--- src/rtl/dense_argmax_classifier_if.sv ---
// dense_argmax_classifier_if: score-buffer read port plus class result handshake.
// ARGMAX_SCORE_OUT_EN adds the class_score signal.
interface dense_argmax_classifier_if #(
  parameter int DATA_SIZE     = 32,
  parameter int OUT_ADR_WIDTH = 4
);
  logic                     start;
  logic                     busy;
  logic                     buf_rd;
  logic [OUT_ADR_WIDTH-1:0] buf_adr;
  logic [DATA_SIZE-1:0]     buf_data;
  logic [OUT_ADR_WIDTH-1:0] class_idx;
  logic                     class_valid;
  logic                     class_ready;
`ifdef ARGMAX_SCORE_OUT_EN
  logic [DATA_SIZE-1:0]     class_score;
  modport master (output start, buf_data, class_ready,
                  input busy, buf_rd, buf_adr, class_idx, class_valid, class_score);
  modport slave  (input start, buf_data, class_ready,
                  output busy, buf_rd, buf_adr, class_idx, class_valid, class_score);
`else
  modport master (output start, buf_data, class_ready,
                  input busy, buf_rd, buf_adr, class_idx, class_valid);
  modport slave  (input start, buf_data, class_ready,
                  output busy, buf_rd, buf_adr, class_idx, class_valid);
`endif
endinterface

--- src/rtl/dense_argmax_classifier.sv ---
// dense_argmax_classifier: scans OUT_COUNT signed scores and reports the argmax class.
// ARGMAX_SCORE_OUT_EN also registers the winning score onto class_score.
module dense_argmax_classifier #(
  parameter int OUT_COUNT     = 10,
  parameter int DATA_SIZE     = 32,
  parameter int OUT_ADR_WIDTH = 4
) (
  input logic                     clk,
  input logic                     rst,
  dense_argmax_classifier_if.slave io
);
  typedef enum logic [1:0] {IDLE, SCAN, DONE} state_t;
  localparam logic [OUT_ADR_WIDTH-1:0] LAST_ADR = OUT_ADR_WIDTH'(OUT_COUNT - 1);
  state_t                      state, nextState;
  logic                        rd, rdValid, cmpDone;
  logic [OUT_ADR_WIDTH-1:0]    adr, rdIdx, bestIdx, classIdx;
  logic signed [DATA_SIZE-1:0] best;
  always_ff @(posedge clk or negedge rst)
    if (!rst) state <= IDLE;
    else      state <= nextState;
  always_comb begin
    nextState = state;
    nextState = (state == IDLE && io.start)       ? SCAN :
                (state == SCAN && cmpDone)        ? DONE :
                (state == DONE && io.class_ready) ? IDLE : state;
  end
  // rdValid/rdIdx trail the issued address by the one-cycle buffer read latency
  always_ff @(posedge clk or negedge rst)
    if (!rst) begin
      rd       <= 1'b0;
      adr      <= '0;
      rdValid  <= 1'b0;
      rdIdx    <= '0;
      cmpDone  <= 1'b0;
      best     <= '0;
      bestIdx  <= '0;
      classIdx <= '0;
    end else begin
      rd      <= (state == IDLE) ? io.start : (state == SCAN && rd && adr != LAST_ADR);
      adr     <= (state == IDLE && io.start) ? '0 : (rd && adr != LAST_ADR) ? adr + 1'b1 : adr;
      rdValid <= rd;
      rdIdx   <= adr;
      cmpDone <= rdValid && rdIdx == LAST_ADR;
      if (rdValid && (rdIdx == '0 || $signed(io.buf_data) > best)) begin
        best    <= $signed(io.buf_data);
        bestIdx <= rdIdx;
      end
      if (state == SCAN && cmpDone) classIdx <= bestIdx;
    end
`ifdef ARGMAX_SCORE_OUT_EN
  logic [DATA_SIZE-1:0] classScore;
  always_ff @(posedge clk or negedge rst)
    if (!rst)                         classScore <= '0;
    else if (state == SCAN && cmpDone) classScore <= best;
  assign io.class_score = classScore;
`endif
  assign io.busy        = state == SCAN;
  assign io.buf_rd      = rd;
  assign io.buf_adr     = adr;
  assign io.class_idx   = classIdx;
  assign io.class_valid = state == DONE;
endmodule
--- src/flat_wrapper.sv ---
// flat-port wrapper written by rule: the top's interface ports become plain ports
module dense_argmax_classifier_flat 
#(
  parameter int OUT_COUNT     = 10,
  parameter int DATA_SIZE     = 32,
  parameter int OUT_ADR_WIDTH = 4
)
  (clk, rst, io_start, io_buf_data, io_class_ready, io_busy, io_buf_rd, io_buf_adr, io_class_idx, io_class_valid);
  dense_argmax_classifier_if #(.DATA_SIZE(DATA_SIZE), .OUT_ADR_WIDTH(OUT_ADR_WIDTH)) io_i ();
  input logic clk;
  input logic rst;
  input wire logic [$bits(io_i.start)-1:0] io_start;
  input wire logic [$bits(io_i.buf_data)-1:0] io_buf_data;
  input wire logic [$bits(io_i.class_ready)-1:0] io_class_ready;
  output wire logic [$bits(io_i.busy)-1:0] io_busy;
  output wire logic [$bits(io_i.buf_rd)-1:0] io_buf_rd;
  output wire logic [$bits(io_i.buf_adr)-1:0] io_buf_adr;
  output wire logic [$bits(io_i.class_idx)-1:0] io_class_idx;
  output wire logic [$bits(io_i.class_valid)-1:0] io_class_valid;
  assign io_i.start = io_start;
  assign io_i.buf_data = io_buf_data;
  assign io_i.class_ready = io_class_ready;
  assign io_busy = io_i.busy;
  assign io_buf_rd = io_i.buf_rd;
  assign io_buf_adr = io_i.buf_adr;
  assign io_class_idx = io_i.class_idx;
  assign io_class_valid = io_i.class_valid;
  dense_argmax_classifier #(.OUT_COUNT(OUT_COUNT), .DATA_SIZE(DATA_SIZE), .OUT_ADR_WIDTH(OUT_ADR_WIDTH)) u_core (.clk(clk), .rst(rst), .io(io_i));
endmodule
--- config.mk ---
export PLATFORM = sky130hd
export DESIGN_NAME = dense_argmax_classifier_flat
export DESIGN_NICKNAME = d
export VERILOG_FILES = /design/src/rtl/dense_argmax_classifier_if.sv /design/src/rtl/dense_argmax_classifier.sv /design/src/flat_wrapper.sv
export SDC_FILE = /design/constraint.sdc
export NUM_CORES = 1
export LEC_CHECK = 0
export BUFFER_PORTS_ARGS = -buffer_cell sky130_fd_sc_hd__buf_2
export CAP_MARGIN = 20
export CORE_MARGIN = 2
export CORE_UTILIZATION = 60
export DETAILED_ROUTE_END_ITERATION = 6
export PLACE_DENSITY = 0.9
export SETUP_SLACK_MARGIN = 0.3
export SYNTH_ARGS = -nofsm -noshare
export SYNTH_HDL_FRONTEND = slang
export SYNTH_SLANG_ARGS = --single-unit
--- constraint.sdc ---
create_clock -name clk -period 4.9 [get_ports clk]
set_input_delay 0.245 -clock clk [delete_from_list [all_inputs] [get_ports clk]]
set_output_delay 0.245 -clock clk [all_outputs]
set_load 0.03 [all_outputs]
# After elaboration in Yosys (flattened, before gate mapping)
# Index checks and enable logic that the tools add are counted.
totals:
  reg_bits: 53
  elab_cells: 34
  inputBits: 36
op_classes:
  n_addsub: 1
  n_lt_le_gt_ge: 1
  n_eq_ne: 4
  mux: 6
  reduce_logical: 13
ops:
  columns: ["op", "n"]
  rows:
  - ["greater-than comparator 32 bit", 1]
  - ["logical AND 1 bit", 8]
  - ["two-way mux 4 bit", 2]
  - ["two-way mux 2 bit", 3]
  - ["adder 4 x 1 -> 4 bit (second input constant)", 1]
  - ["== test 4 bit (second input constant)", 1]
  - ["zero test 4 bit", 1]
  - ["inequality test 4 bit (second input constant)", 1]
  - ["nonzero test 3 bit", 1]
  - ["== test 2 x 1 -> 1 bit (second input constant)", 1]
  - ["== test 2 bit (second input constant)", 1]
  - ["zero test 2 bit", 1]
  - ["nonzero test 2 bit", 1]
  - ["logical OR 1 bit", 1]
  - ["two-way mux 1 bit", 1]

# Longest topological paths before layout
depth:
  word_depth: 5
  depth_mapped: 10

# Least setup slack after synthesis
# No wires, ideal clock.
synth_path:
  path_type: "register -> register"
  startpoint: "register u_core.best[31]"
  endpoint: "register u_core.best[0]"
  t_required_ps: 4775
  setup_slack_ps: 2172
  synth_period_minus_slack_ps: 2728
  n_path_buf: 1
  stages_incl_launch_ff: 10
  t_arrival_ps: 2603
  setup_ps: 125
  cell_sequence: "dfrtp_1 > inv_1 > ha_1 > nand4_1 > nor4_2 > or3b_1 > and4_4 > o31ai_4 > buf_6 > mux2_4"
synth_between:
  elab_chain_cells: 3
synth_rtl:
  columns: ["item", "line_no", "text"]
  rows:
  - ["start: declaration", "dense_argmax_classifier.sv:17", "logic signed [DATA_SIZE-1:0] best;"]
  - ["start signal: assignment", "dense_argmax_classifier.sv:45", "best <= $signed(io.buf_data);"]
  - ["greater-than comparator 32 bit", "dense_argmax_classifier.sv:44", "if (rdValid && (rdIdx == '0 || $signed(io.buf_data) > best)) begin"]
  - ["logical OR 1 bit", "dense_argmax_classifier.sv:44", null]
  - ["logical AND 1 bit", "dense_argmax_classifier.sv:44", null]
# No other way between the ends.
# A chain may end at the register's enable or synchronous reset.

# Worst setup path after layout
layout_path:
  startpoint: "register u_core.best[31]"
  endpoint: "register u_core.best[6]"
# Same word-level chain as after synthesis.

==> impl_metrics.json <==
{
  "status": "finished, final reports clean",
  "synthMostInstantiatedCell": "sky130_fd_sc_hd__dfrtp_1",
  "timing.final.crit_period_ns": 3.767,
  "power_switching_uw": 627.9,
  "grt_start_max_net_pins": 54,
  "drive_above_1_share_pct": 31.27,
  "total_vias_in_the_final_route": 2049,
  "timing.final.ws_setup_ns": 1.133,
  "fill_count": 343,
  "htree_num_levels": 2,
  "ys_ff_latch": 53,
  "antenna_violating_nets_post_route": 0,
  "holdCritPathClass": "primary input to async pin",
  "synth-edff-count": 0,
  "p_int_uw": 1093,
  "timing_hold_violations_final": 0,
  "clockPowerShare_pct": 14.7,
  "detailedPlace.worstSlack_ns": 1.368,
  "hold-worst-slack_ns": 0.03412,
  "io_buffers": 46,
  "drt_pass1_iterations": 5,
  "globalRouteOverflowTotal": 0,
  "hold_buffers": 0,
  "worst_slew_margin_rel_pct": 30.50,
  "tightestPinTransition_ns": 1.043,
  "cap_violations": 0,
  "cts-root-buf": "sky130_fd_sc_hd__clkbuf_8",
  "timing.critical_path.from": "u_core.best[31]",
  "die_h_um": 74.48,
  "initial_standard_cell_utilization_of_the_core_pct": 62.68,
  "first_global_vias": 2129,
  "areaGrowthSynthToFinish_pct": 13.22,
  "switching_share_pct": 36.49,
  "syn_avg_cell_area_um2": 11.73,
  "globalplace.congestion": 0.7862,
  "path_class": "register to register",
  "cts_inserted_buffers": 5,
  "cts_tree": "done",
  "yosysWarningCount": 0,
  "first_iter_violations": 74,
  "postSynthCellCount": 254,
  "core_region_area_um2": 4755,
  "drt-wirelength-per-cell_um": 16.10,
  "synth_top_area_share_pct": 44.50,
  "count_of_instances_resized_after_the_clock_tree_is_built": 0,
  "insertedDiodeCount": 0,
  "final_min_period_over_clock_period_pct": 76.87,
  "yosys.cell_types.count": 34,
  "seqPwrFrac_pct": 43.5,
  "skew_ns": 0.01455,
  "grtUsageMet1_pct": 28.55,
  "postSynthNetCount": 324,
  "routed_wirelength_mm": 6.022,
  "ys_top_cells_by_area": "sky130_fd_sc_hd__dfrtp_1, sky130_fd_sc_hd__mux2_4, sky130_fd_sc_hd__ha_1, sky130_fd_sc_hd__inv_1, sky130_fd_sc_hd__a21oi_1",
  "yosys-top-cells-count": "sky130_fd_sc_hd__dfrtp_1, sky130_fd_sc_hd__inv_1, sky130_fd_sc_hd__ha_1, sky130_fd_sc_hd__mux2_4",
  "synthesis.area_um2": 2980,
  "floorplan.die_area_um2": 5547,
  "globalRouteMet3Util_pct": 4.607,
  "setup_tns_ns": 0,
  "grt_use_total_pct": 23.04,
  "synth_top_area_cell": "sky130_fd_sc_hd__dfrtp_1",
  "setup_viol_count_final": 0,
  "die_x_um": 74.48,
  "number_of_sinks_on_the_clock_net": 53,
  "synth_async_sr_flop_share_pct": 100.0,
  "dp_hpwl_mm": 4.217,
  "clock_latency_ns": 0.32,
  "antenna_found_initial": 0,
  "worst_ep_arrival_time_ns": 3.96,
  "routed_via_density": 5.479,
  "grt.busiest_layer": "met2",
  "boundaryPins": 47,
  "finish.net_count": 376,
  "p_per_area_nw_per_um2": 509.9,
  "std_cell_rows": 25,
  "wire_length_of_the_first_global_routing_pass_mm": 9.653,
  "vdd.ir_drop.worst_v": 0.0002552,
  "timing.critical_path.required_ns": 5.10,
  "path_clk_slew_ns": 0.10,
  "cts_max_path_buffers": 2,
  "cp-end-kind": "register",
  "grt_setup_unrepaired": "false",
  "route.detailed.drc": 0,
  "slew_violations": 0,
  "worstReg2RegStart": "u_core.best[31]",
  "combPwrFrac_pct": 41.9,
  "ys_seq_area_share_pct": 44.50,
  "postCtsSetupRepairBufs": 0,
  "critical_path_fanout_max": 19,
  "ys_dominant_reg_cell": "sky130_fd_sc_hd__dfrtp_1",
  "critPathLaunchType": "register",
  "max_clock_freq_ghz": 0.2655,
  "total_power_uw": 1721,
  "grt.met2_usage_pct": 38.35,
  "cellLeakagePower_uw": 0.001758
}
cells in the final DEF, fill, tap and decap left out, types with 5 or more instances in the layout:
master and count:
sky130_fd_sc_hd__nor2_1 9, sky130_fd_sc_hd__inv_1 41, sky130_fd_sc_hd__o21ai_0 6, sky130_fd_sc_hd__a21oi_1 15, sky130_fd_sc_hd__nand4_1 9, sky130_fd_sc_hd__mux2_4 30, sky130_fd_sc_hd__ha_1 34, sky130_fd_sc_hd__dfrtp_1 53
sky130_fd_sc_hd__buf_2 46, sky130_fd_sc_hd__mux2_2 6, sky130_fd_sc_hd__clkbuf_8 5, sky130_fd_sc_hd__nand2_1 15
kinds of logic after synthesis:
| kind of cell | after synthesis | share of synthesized area [%] |
|---|---|---|
| buffers and inverters | 44 | 6.297 |
| AND/OR/NAND/NOR | 49 | 8.732 |
| adder cells (fa/ha/maj) | 34 | 14.27 |
| multiplexers | 40 | 18.72 |
| XOR/XNOR | 3 | 0.8818 |
| AO/OA/AOI/OAI | 31 | 6.592 |
| flip-flops | 53 | 44.50 |
state kept, by name, indices dropped and copies added (netlist names), 2 cells and up:
register / cells
u_core.io.buf_adr: 4
u_core.io.class_idx: 4
u_core.bestIdx: 4
u_core.state: 2
u_core.rdIdx: 4
u_core.best: 32
metal layers:
metal | part of all wire [%] | up-vias
li1 | - | 980
met1 | 44 | 1001
met2 | 49 | 52
met3 | 3.9 | 16
met4 | 2.8 | 0
met5 | 0 | -
power groups by stage:
stage,Combinational (µW),Sequential [µW],Clock (µW)
global route,798,768,273
floorplan,517,742,0
CTS,722,743,255
finish,720,748,252
detailed placement,699,746,0
global placement,656,737,0
through the flow:
| stage | instance area (µm²) | utilization, % | cells |
|---|---|---|---|
| 3_5_place_dp | 3288 | 69.16 | 366 |
| 2_1_floorplan | 2980 | - | 254 |
| 5_1_grt | 3374 | 70.97 | 374 |
| 3_3_place_gp | 3288 | 69.16 | 366 |
| 6_report | 3374 | 70.97 | 374 |
| 4_1_cts | 3374 | 70.97 | 374 |
layout make-up:
| cell class | count | area, µm² | share of cell area (%) |
|---|---|---|---|
| Clock buffer | 6 | 72.57 | 2.151 |
| Tap cell | 67 | 83.83 | 2.484 |
| Sequential cell | 53 | 1326 | 39.30 |
| Inverter | 41 | 153.9 | 4.561 |
| Clock inverter | 2 | 13.76 | 0.4079 |
| Multi-Input combinational cell | 157 | 1466 | 43.46 |
| Timing Repair Buffer | 48 | 257.7 | 7.638 |
final timing paths:
| check | endpoint | slack (ns) | depth (start not counted) |
|---|---|---|---|
| min | u_core.best[22] | 0.03 | 2 |
| max reg2reg | u_core.best[6] | 1.13 | 10 |
| min in group clk | u_core.state[1] | 0.10 | 2 |
| max in group asynchronous | u_core.best[3] | 4.40 | 2 |
| max | u_core.best[6] | 1.13 | 10 |
| min reg2reg | u_core.rdValid | 0.43 | 0 |
worst max-delay path: stages (launching register included):
cell	delay (ns)
sky130_fd_sc_hd__dfrtp_1	0.38
sky130_fd_sc_hd__inv_1	0.05
sky130_fd_sc_hd__ha_1	0.33
sky130_fd_sc_hd__nand4_1	0.21
sky130_fd_sc_hd__nor3_1	0.09
sky130_fd_sc_hd__a22o_1	0.23
sky130_fd_sc_hd__nor4_1	0.48
sky130_fd_sc_hd__a31oi_1	0.30
sky130_fd_sc_hd__o31ai_4	0.96
sky130_fd_sc_hd__buf_12	0.29
sky130_fd_sc_hd__mux2_4	0.32
No activity file was read; power rests on OpenSTA's default activity.
